`src/rtl/elevator_pkg.sv`:
```
// Shared encodings for the elevator controller: FSM states, travel direction
// and the floor names inherited from the 3-floor design.
package elevator_pkg;

  typedef enum logic [2:0] {
    ST_IDLE  = 3'd0,
    ST_UP    = 3'd1,
    ST_DOWN  = 3'd2,
    ST_DOOR  = 3'd3,
    ST_EMERG = 3'd4
  } state_t;

  typedef enum logic {
    DIR_DOWN = 1'b0,
    DIR_UP   = 1'b1
  } dir_t;

  localparam int FLOOR_1ST = 0;
  localparam int FLOOR_2ND = 1;
  localparam int FLOOR_3RD = 2;

endpackage

```
`src/rtl/call_scanner.sv`:
```
// Combinational summary of the pending-call vector relative to one floor:
// any call above it, any call below it, and a call at that floor itself.
module call_scanner
  import elevator_pkg::*;
#(
  parameter int NUM_FLOORS = 3,
  parameter int FLOOR_W    = 2
) (
  input  logic [NUM_FLOORS-1:0] pending,
  input  logic [FLOOR_W-1:0]    current_floor,
  output logic                  any_above,
  output logic                  any_below,
  output logic                  here
);

  // NOTE: every output gets a default before the loop, so no path through
  // this block leaves one unassigned and no latch is inferred.
  always_comb begin
    any_above = 1'b0;
    any_below = 1'b0;
    here      = 1'b0;
    for (int i = 0; i < NUM_FLOORS; i++) begin
      if (FLOOR_W'(i) > current_floor) any_above = any_above | pending[i];
      if (FLOOR_W'(i) < current_floor) any_below = any_below | pending[i];
      if (FLOOR_W'(i) == current_floor) here = pending[i];
    end
  end

endmodule

```
`src/rtl/elevator_controller.sv`:
```
// NUM_FLOORS elevator controller: latched calls, SCAN direction policy, timed
// door with weight hold and an SOS emergency state. All outputs are registered.
module elevator_controller
  import elevator_pkg::*;
#(
  parameter int NUM_FLOORS   = 3,
  parameter int FLOOR_W      = 2,
  parameter int TRAVEL_TICKS = 3,
  parameter int DOOR_TICKS   = 2
) (
  input  logic                  clk,
  input  logic                  rst_n,
  input  logic                  tick,
  input  logic [NUM_FLOORS-1:0] call_button,
  input  logic                  sos_button,
  input  logic                  weight_sensor,
  output logic [NUM_FLOORS-1:0] floor_led,
  output logic [NUM_FLOORS-1:0] call_led,
  output logic                  up_led,
  output logic                  down_led,
  output logic                  door_led,
  output logic                  weight_led,
  output logic                  sos_led,
  output logic                  emergency_led,
  output logic [FLOOR_W-1:0]    current_floor
);

  localparam int TW = $clog2(TRAVEL_TICKS + 1);
  localparam int DW = $clog2(DOOR_TICKS + 1);
  localparam logic [TW-1:0]         TRAVEL_LOAD = TW'(TRAVEL_TICKS);
  localparam logic [DW-1:0]         DOOR_LOAD   = DW'(DOOR_TICKS);
  localparam logic [NUM_FLOORS-1:0] ONE         = NUM_FLOORS'(1);

  state_t                  state, state_nxt;
  dir_t                    dir, dir_nxt;
  logic [FLOOR_W-1:0]      floor_nxt, arrive_floor;
  logic [NUM_FLOORS-1:0]   pending, pending_nxt, floor_mask;
  logic [TW-1:0]           travel_cnt, travel_nxt;
  logic [DW-1:0]           door_cnt, door_nxt;
  logic                    door_led_nxt, door_btn;
  logic                    go_up, go_down;
  logic                    cur_above, cur_below, cur_here;
  logic                    arr_above, arr_below, arr_here;

  // Floor the car reaches when the running travel count expires.
  assign arrive_floor = (state == ST_DOWN) ? current_floor - FLOOR_W'(1)
                                           : current_floor + FLOOR_W'(1);

  call_scanner #(.NUM_FLOORS(NUM_FLOORS), .FLOOR_W(FLOOR_W)) u_scan_cur (
    .pending       (pending),
    .current_floor (current_floor),
    .any_above     (cur_above),
    .any_below     (cur_below),
    .here          (cur_here)
  );

  call_scanner #(.NUM_FLOORS(NUM_FLOORS), .FLOOR_W(FLOOR_W)) u_scan_arr (
    .pending       (pending),
    .current_floor (arrive_floor),
    .any_above     (arr_above),
    .any_below     (arr_below),
    .here          (arr_here)
  );

  always_comb begin
    state_nxt   = state;
    dir_nxt     = dir;
    floor_nxt   = current_floor;
    travel_nxt  = travel_cnt;
    door_nxt    = door_cnt;
    floor_mask  = ONE << current_floor;
    door_btn    = (call_button & floor_mask) != '0;
    // SCAN: keep the current direction while it has work, else reverse.
    go_up       = cur_above && (dir == DIR_UP || !cur_below);
    go_down     = cur_below && (dir == DIR_DOWN || !cur_above);

    // A press at the open door's own floor re-opens the door instead of latching.
    unique case (state)
      ST_DOOR:  pending_nxt = pending | (call_button & ~floor_mask);
      ST_EMERG: pending_nxt = pending;
      default:  pending_nxt = pending | call_button;
    endcase

    case (state)
      ST_IDLE: begin
        if (tick) begin
          if (cur_here) begin
            pending_nxt = pending_nxt & ~floor_mask;
            door_nxt    = DOOR_LOAD;
            state_nxt   = ST_DOOR;
          end else if (!weight_sensor && go_up) begin
            travel_nxt = TRAVEL_LOAD;
            dir_nxt    = DIR_UP;
            state_nxt  = ST_UP;
          end else if (!weight_sensor && go_down) begin
            travel_nxt = TRAVEL_LOAD;
            dir_nxt    = DIR_DOWN;
            state_nxt  = ST_DOWN;
          end
        end
      end
      ST_UP, ST_DOWN: begin
        if (tick) begin
          travel_nxt = travel_cnt - TW'(1);
          if (travel_nxt == '0) begin
            floor_nxt = arrive_floor;
            if (arr_here) begin
              pending_nxt = pending_nxt & ~(ONE << arrive_floor);
              door_nxt    = DOOR_LOAD;
              state_nxt   = ST_DOOR;
            end else if ((state == ST_UP) ? arr_above : arr_below) begin
              travel_nxt = TRAVEL_LOAD;
            end else begin
              state_nxt = ST_IDLE;
            end
          end
        end
      end
      ST_DOOR: begin
        if (weight_sensor || door_btn) begin
          door_nxt = DOOR_LOAD;
        end else if (tick) begin
          door_nxt = door_cnt - DW'(1);
          if (door_nxt == '0) state_nxt = ST_IDLE;
        end
      end
      ST_EMERG: begin
        if (tick && !sos_button) state_nxt = ST_IDLE;
      end
      default: state_nxt = ST_IDLE;
    endcase

    // SOS overrides whatever the tick or a call would have done this cycle.
    if (sos_button) begin
      state_nxt   = ST_EMERG;
      dir_nxt     = dir;
      floor_nxt   = current_floor;
      pending_nxt = '0;
      travel_nxt  = '0;
      door_nxt    = door_cnt;
    end

    door_led_nxt = (state_nxt == ST_DOOR) ||
                   (state_nxt == ST_EMERG &&
                    (state == ST_DOOR || (state == ST_EMERG && door_led)));
  end

  // NOTE: non-blocking assignments make every register update from the values
  // held before the edge, regardless of statement order.
  always_ff @(posedge clk) begin
    if (!rst_n) begin
      state         <= ST_IDLE;
      dir           <= DIR_UP;
      current_floor <= '0;
      pending       <= '0;
      travel_cnt    <= '0;
      door_cnt      <= '0;
      floor_led     <= ONE;
      call_led      <= '0;
      up_led        <= 1'b0;
      down_led      <= 1'b0;
      door_led      <= 1'b0;
      weight_led    <= 1'b0;
      sos_led       <= 1'b0;
      emergency_led <= 1'b0;
    end else begin
      state         <= state_nxt;
      dir           <= dir_nxt;
      current_floor <= floor_nxt;
      pending       <= pending_nxt;
      travel_cnt    <= travel_nxt;
      door_cnt      <= door_nxt;
      floor_led     <= ONE << floor_nxt;
      call_led      <= pending_nxt;
      up_led        <= (state_nxt == ST_UP);
      down_led      <= (state_nxt == ST_DOWN);
      door_led      <= door_led_nxt;
      weight_led    <= weight_sensor;
      sos_led       <= (state_nxt == ST_EMERG);
      emergency_led <= (state_nxt == ST_EMERG);
    end
  end

endmodule

```
`config.mk`:
```
export PLATFORM = sky130hd
export DESIGN_NAME = elevator_controller
export DESIGN_NICKNAME = d
export VERILOG_FILES = /design/src/rtl/elevator_pkg.sv /design/src/rtl/call_scanner.sv /design/src/rtl/elevator_controller.sv
export SDC_FILE = /design/constraint.sdc
export NUM_CORES = 1
export LEC_CHECK = 0
export BUFFER_PORTS_ARGS = -buffer_cell sky130_fd_sc_hd__buf_4
export CAP_MARGIN = 20
export CELL_PAD_IN_SITES_DETAIL_PLACEMENT = 1
export CELL_PAD_IN_SITES_GLOBAL_PLACEMENT = 1
export CORE_MARGIN = 3
export CORE_UTILIZATION = 41
export DETAILED_ROUTE_END_ITERATION = 8
export PLACE_DENSITY_LB_ADDON = 0.2
export SLEW_MARGIN = 20
export SYNTH_ARGS = -nofsm -noshare
export SYNTH_HDL_FRONTEND = slang
export SYNTH_SLANG_ARGS = --single-unit
```
`constraint.sdc`:
```
create_clock -name clk -period 3.3 [get_ports clk]
set_clock_uncertainty 0.15 [all_clocks]
set_input_delay 0.33 -clock clk [delete_from_list [all_inputs] [get_ports clk]]
set_output_delay 0.33 -clock clk [all_outputs]
set_load 0.005 [all_outputs]
```
==> qor.txt <==
Total CTS buffers: 3
Placer congestion estimate: 0.919
#FFs+latches synth: 21
Post-synth top area share: 30.9%
Fraction of registers with async set/reset: 0%
Clock network power share: 28.1%
Post-route ant nets: 0
Routed wire length per instance: 16.6 um
Dominant cell type by area after synthesis: dfxtp_1
Ant. Diodes: 0
Reg-to-reg startpoint: current_floor[0]$_SDFF_PN0_
Placed instance area: 1540 um^2
CTS Sinks: 21
Max transition margin: 57.8%
CTS tree: yes
Post-route setup slack: 569 ps
Final net count: 204
Final setup viols: 0
Number of synthesized flops with an enable pin: 0
Period utilization: 82.8%
Yosys Warn Count: 0
Worst slack, placed: 611 ps
Drt pass-1 iters: 4
HP Class: in -> reg
WS Path Type: reg -> reg
Most frequent cells in the layout: dfxtp_1, buf_4, nor2_1, nand2_1, o21ai_0
IO Pins: 22
Status: completed
DRC: 0
Final Cell Area: 1560 um^2
Min-Delay Endpoint: weight_led$_SDFF_PN0_
Cell count after synthesis: 169
Largest net degree at the start of global routing: 16
Via count: 1301
Post-CTS Setup Inserts: 0
Vias in the first global route: 1306
Crit-path max FO: 10
Switching Power: 132 uW
Clk slew on worst S/H paths: 130 ps
Vias per inst: 5.61
Area contributors post-synth: dfxtp_1, ha_1, nor2_1
Reg-to-reg slack, setup: 570 ps
Die ar.: 4040 um^2
CTS hold repair buffers: 0
Int Pwr: 338 uW
GR Overflow Total: 0
DRT iter0 DRCs: 67
Initial antenna violation count: 0
DP Wirelength: 3.00 mm
Die Span X: 63.6 um
RSZ-0062 raised after global routing: false
Gr usage total: 19.7%
I/O Buffers: 21
Fin. Hold Viols: 0
CTS root buf: clkbuf_4
Seq/Total Area, Yosys: 30.9%
Post-synthesis cell type count: 51
Data required, critical path: 3360 ps
Die Y: 63.6 um
Most used DFF post-synth: dfxtp_1
Worst Path Arrival: 2790 ps
First-pass GRT wire length: 6.37 mm
Startpoint types: flop
PostCTS Resize Cnt: 0
Hold Startpoint: weight_sensor
Final Critical Period: 2730 ps
Routed Wire Length: 3.86 mm
Area Growth Syn to Fin: 15.0%
Fmax: 366 MHz
Max-cap violation count: 0
Post-synthesis instance area: 1360 um^2
Kind of end point of the critical path: flop
Worst-Margin Slew: 633 ps
Part of the power in combinational logic: 14.2%
Core footprint: 3100 um^2
Worst skew pair latency: 320 ps
P_leak: 0.000619 uW
Worst vdd ir: 0.178 mV
Switching Fraction: 28.1%
H-tree levels: 1
Cells on worst reg2reg path: 7
Maximum clock insertion buffer count: 2
Setup TNS: 0 ps
Syn Area/Cell: 8.05 um^2
Starting density of the core: 43.8%
Share of post-route cells with drive strength above 1: 17.0%
Pins Over Slew Limit: 0
Syn Nets: 184
# rows: 20
Pwr/cell area: 300 nW/um^2
Hold path cells: 2
RR Endpoint: door_cnt[1]$_SDFFE_PN0P_
Fin Hold WS: 95.3 ps
Register share of total power: 57.8%
[flip-flops by register name, summed over array words and instances (netlist names)]
name and flops:
floor_led 3, pending 3, state 3, current_floor 2
door_cnt 2, travel_cnt 2, dir 1, door_led 1
down_led 1, emergency_led 1, up_led 1, weight_led 1
[critical path, cell delays in order, from the launching register on]
cell     delay (ps)
dfxtp_1         550
inv_2           140
ha_1            390
xor2_2          410
nand3_2         160
and3_4          190
or4_1           450
and3_1          190
[cells by family after synthesis]
| logic type | after synthesis | share of synthesized area (%) |
|---|---|---|
| XOR/XNOR | 3 | 2.48 |
| buffers and inverters | 14 | 4.78 |
| adder cells (fa/ha/maj) | 7 | 6.44 |
| multiplexers | 2 | 1.56 |
| AO/OA/AOI/OAI | 47 | 22.3 |
| flip-flops | 21 | 30.9 |
| AND/OR/NAND/NOR | 75 | 31.6 |
[power by group through the flow]
stage | logic [uW] | clock network, uW | registers (uW)
2_1_floorplan | 43.9 | 0 | 271
3_3_place_gp | 65.2 | 0 | 276
3_5_place_dp | 66.7 | 0 | 277
4_1_cts | 66.9 | 134 | 271
5_1_grt | 74.9 | 145 | 273
6_report | 66.7 | 132 | 271
[final cells by class]
cell class | count | area (um^2)
Multi-Input combinational cell | 134 | 875
Clock buffer | 4 | 26.3
Fill cell | 425 | 1540
Tap cell | 44 | 55.1
Inverter | 8 | 30.0
Timing Repair Buffer | 21 | 158
Sequential cell | 21 | 420
[worst max-delay path by stage]
stage / slack, ps / end / start / cells past startpoint
floorplan: 860 / door_cnt[1]$_SDFFE_PN0P_ / current_floor[0]$_SDFF_PN0_ / 7
global placement: 770 / door_cnt[1]$_SDFFE_PN0P_ / current_floor[0]$_SDFF_PN0_ / 7
detailed placement: 610 / door_cnt[1]$_SDFFE_PN0P_ / current_floor[0]$_SDFF_PN0_ / 7
CTS: 580 / door_cnt[1]$_SDFFE_PN0P_ / current_floor[0]$_SDFF_PN0_ / 7
global route: 400 / door_cnt[1]$_SDFFE_PN0P_ / current_floor[0]$_SDFF_PN0_ / 7
finish: 570 / door_cnt[1]$_SDFFE_PN0P_ / current_floor[0]$_SDFF_PN0_ / 7
[per-layer routing]
metal	global-route usage, %	up-vias	share of wire, %
met5	0	-	0
met4	5.12	0	1.2
met3	4.28	9	5.5
met2	31.7	35	47
met1	26.4	619	46
li1	-	638	-
[cell usage after synthesis, drive strengths merged (4+ instances only)]
cell / count
a21oi: 10
and2: 4
and3: 5
dfxtp: 21
ha: 7
inv: 7
nand2: 17
nand2b: 4
nor2: 18
nor2b: 5
nor3b: 7
o21ai: 16
[per-stage QoR]
stage	power, uW	util, %	instances
2_1_floorplan	315	-	169
6_report	470	50.4	232
3_5_place_dp	344	49.6	228
5_1_grt	493	50.4	232
3_3_place_gp	341	49.6	228
4_1_cts	473	50.4	232
Note: power is estimated with default switching activity, not from simulation.
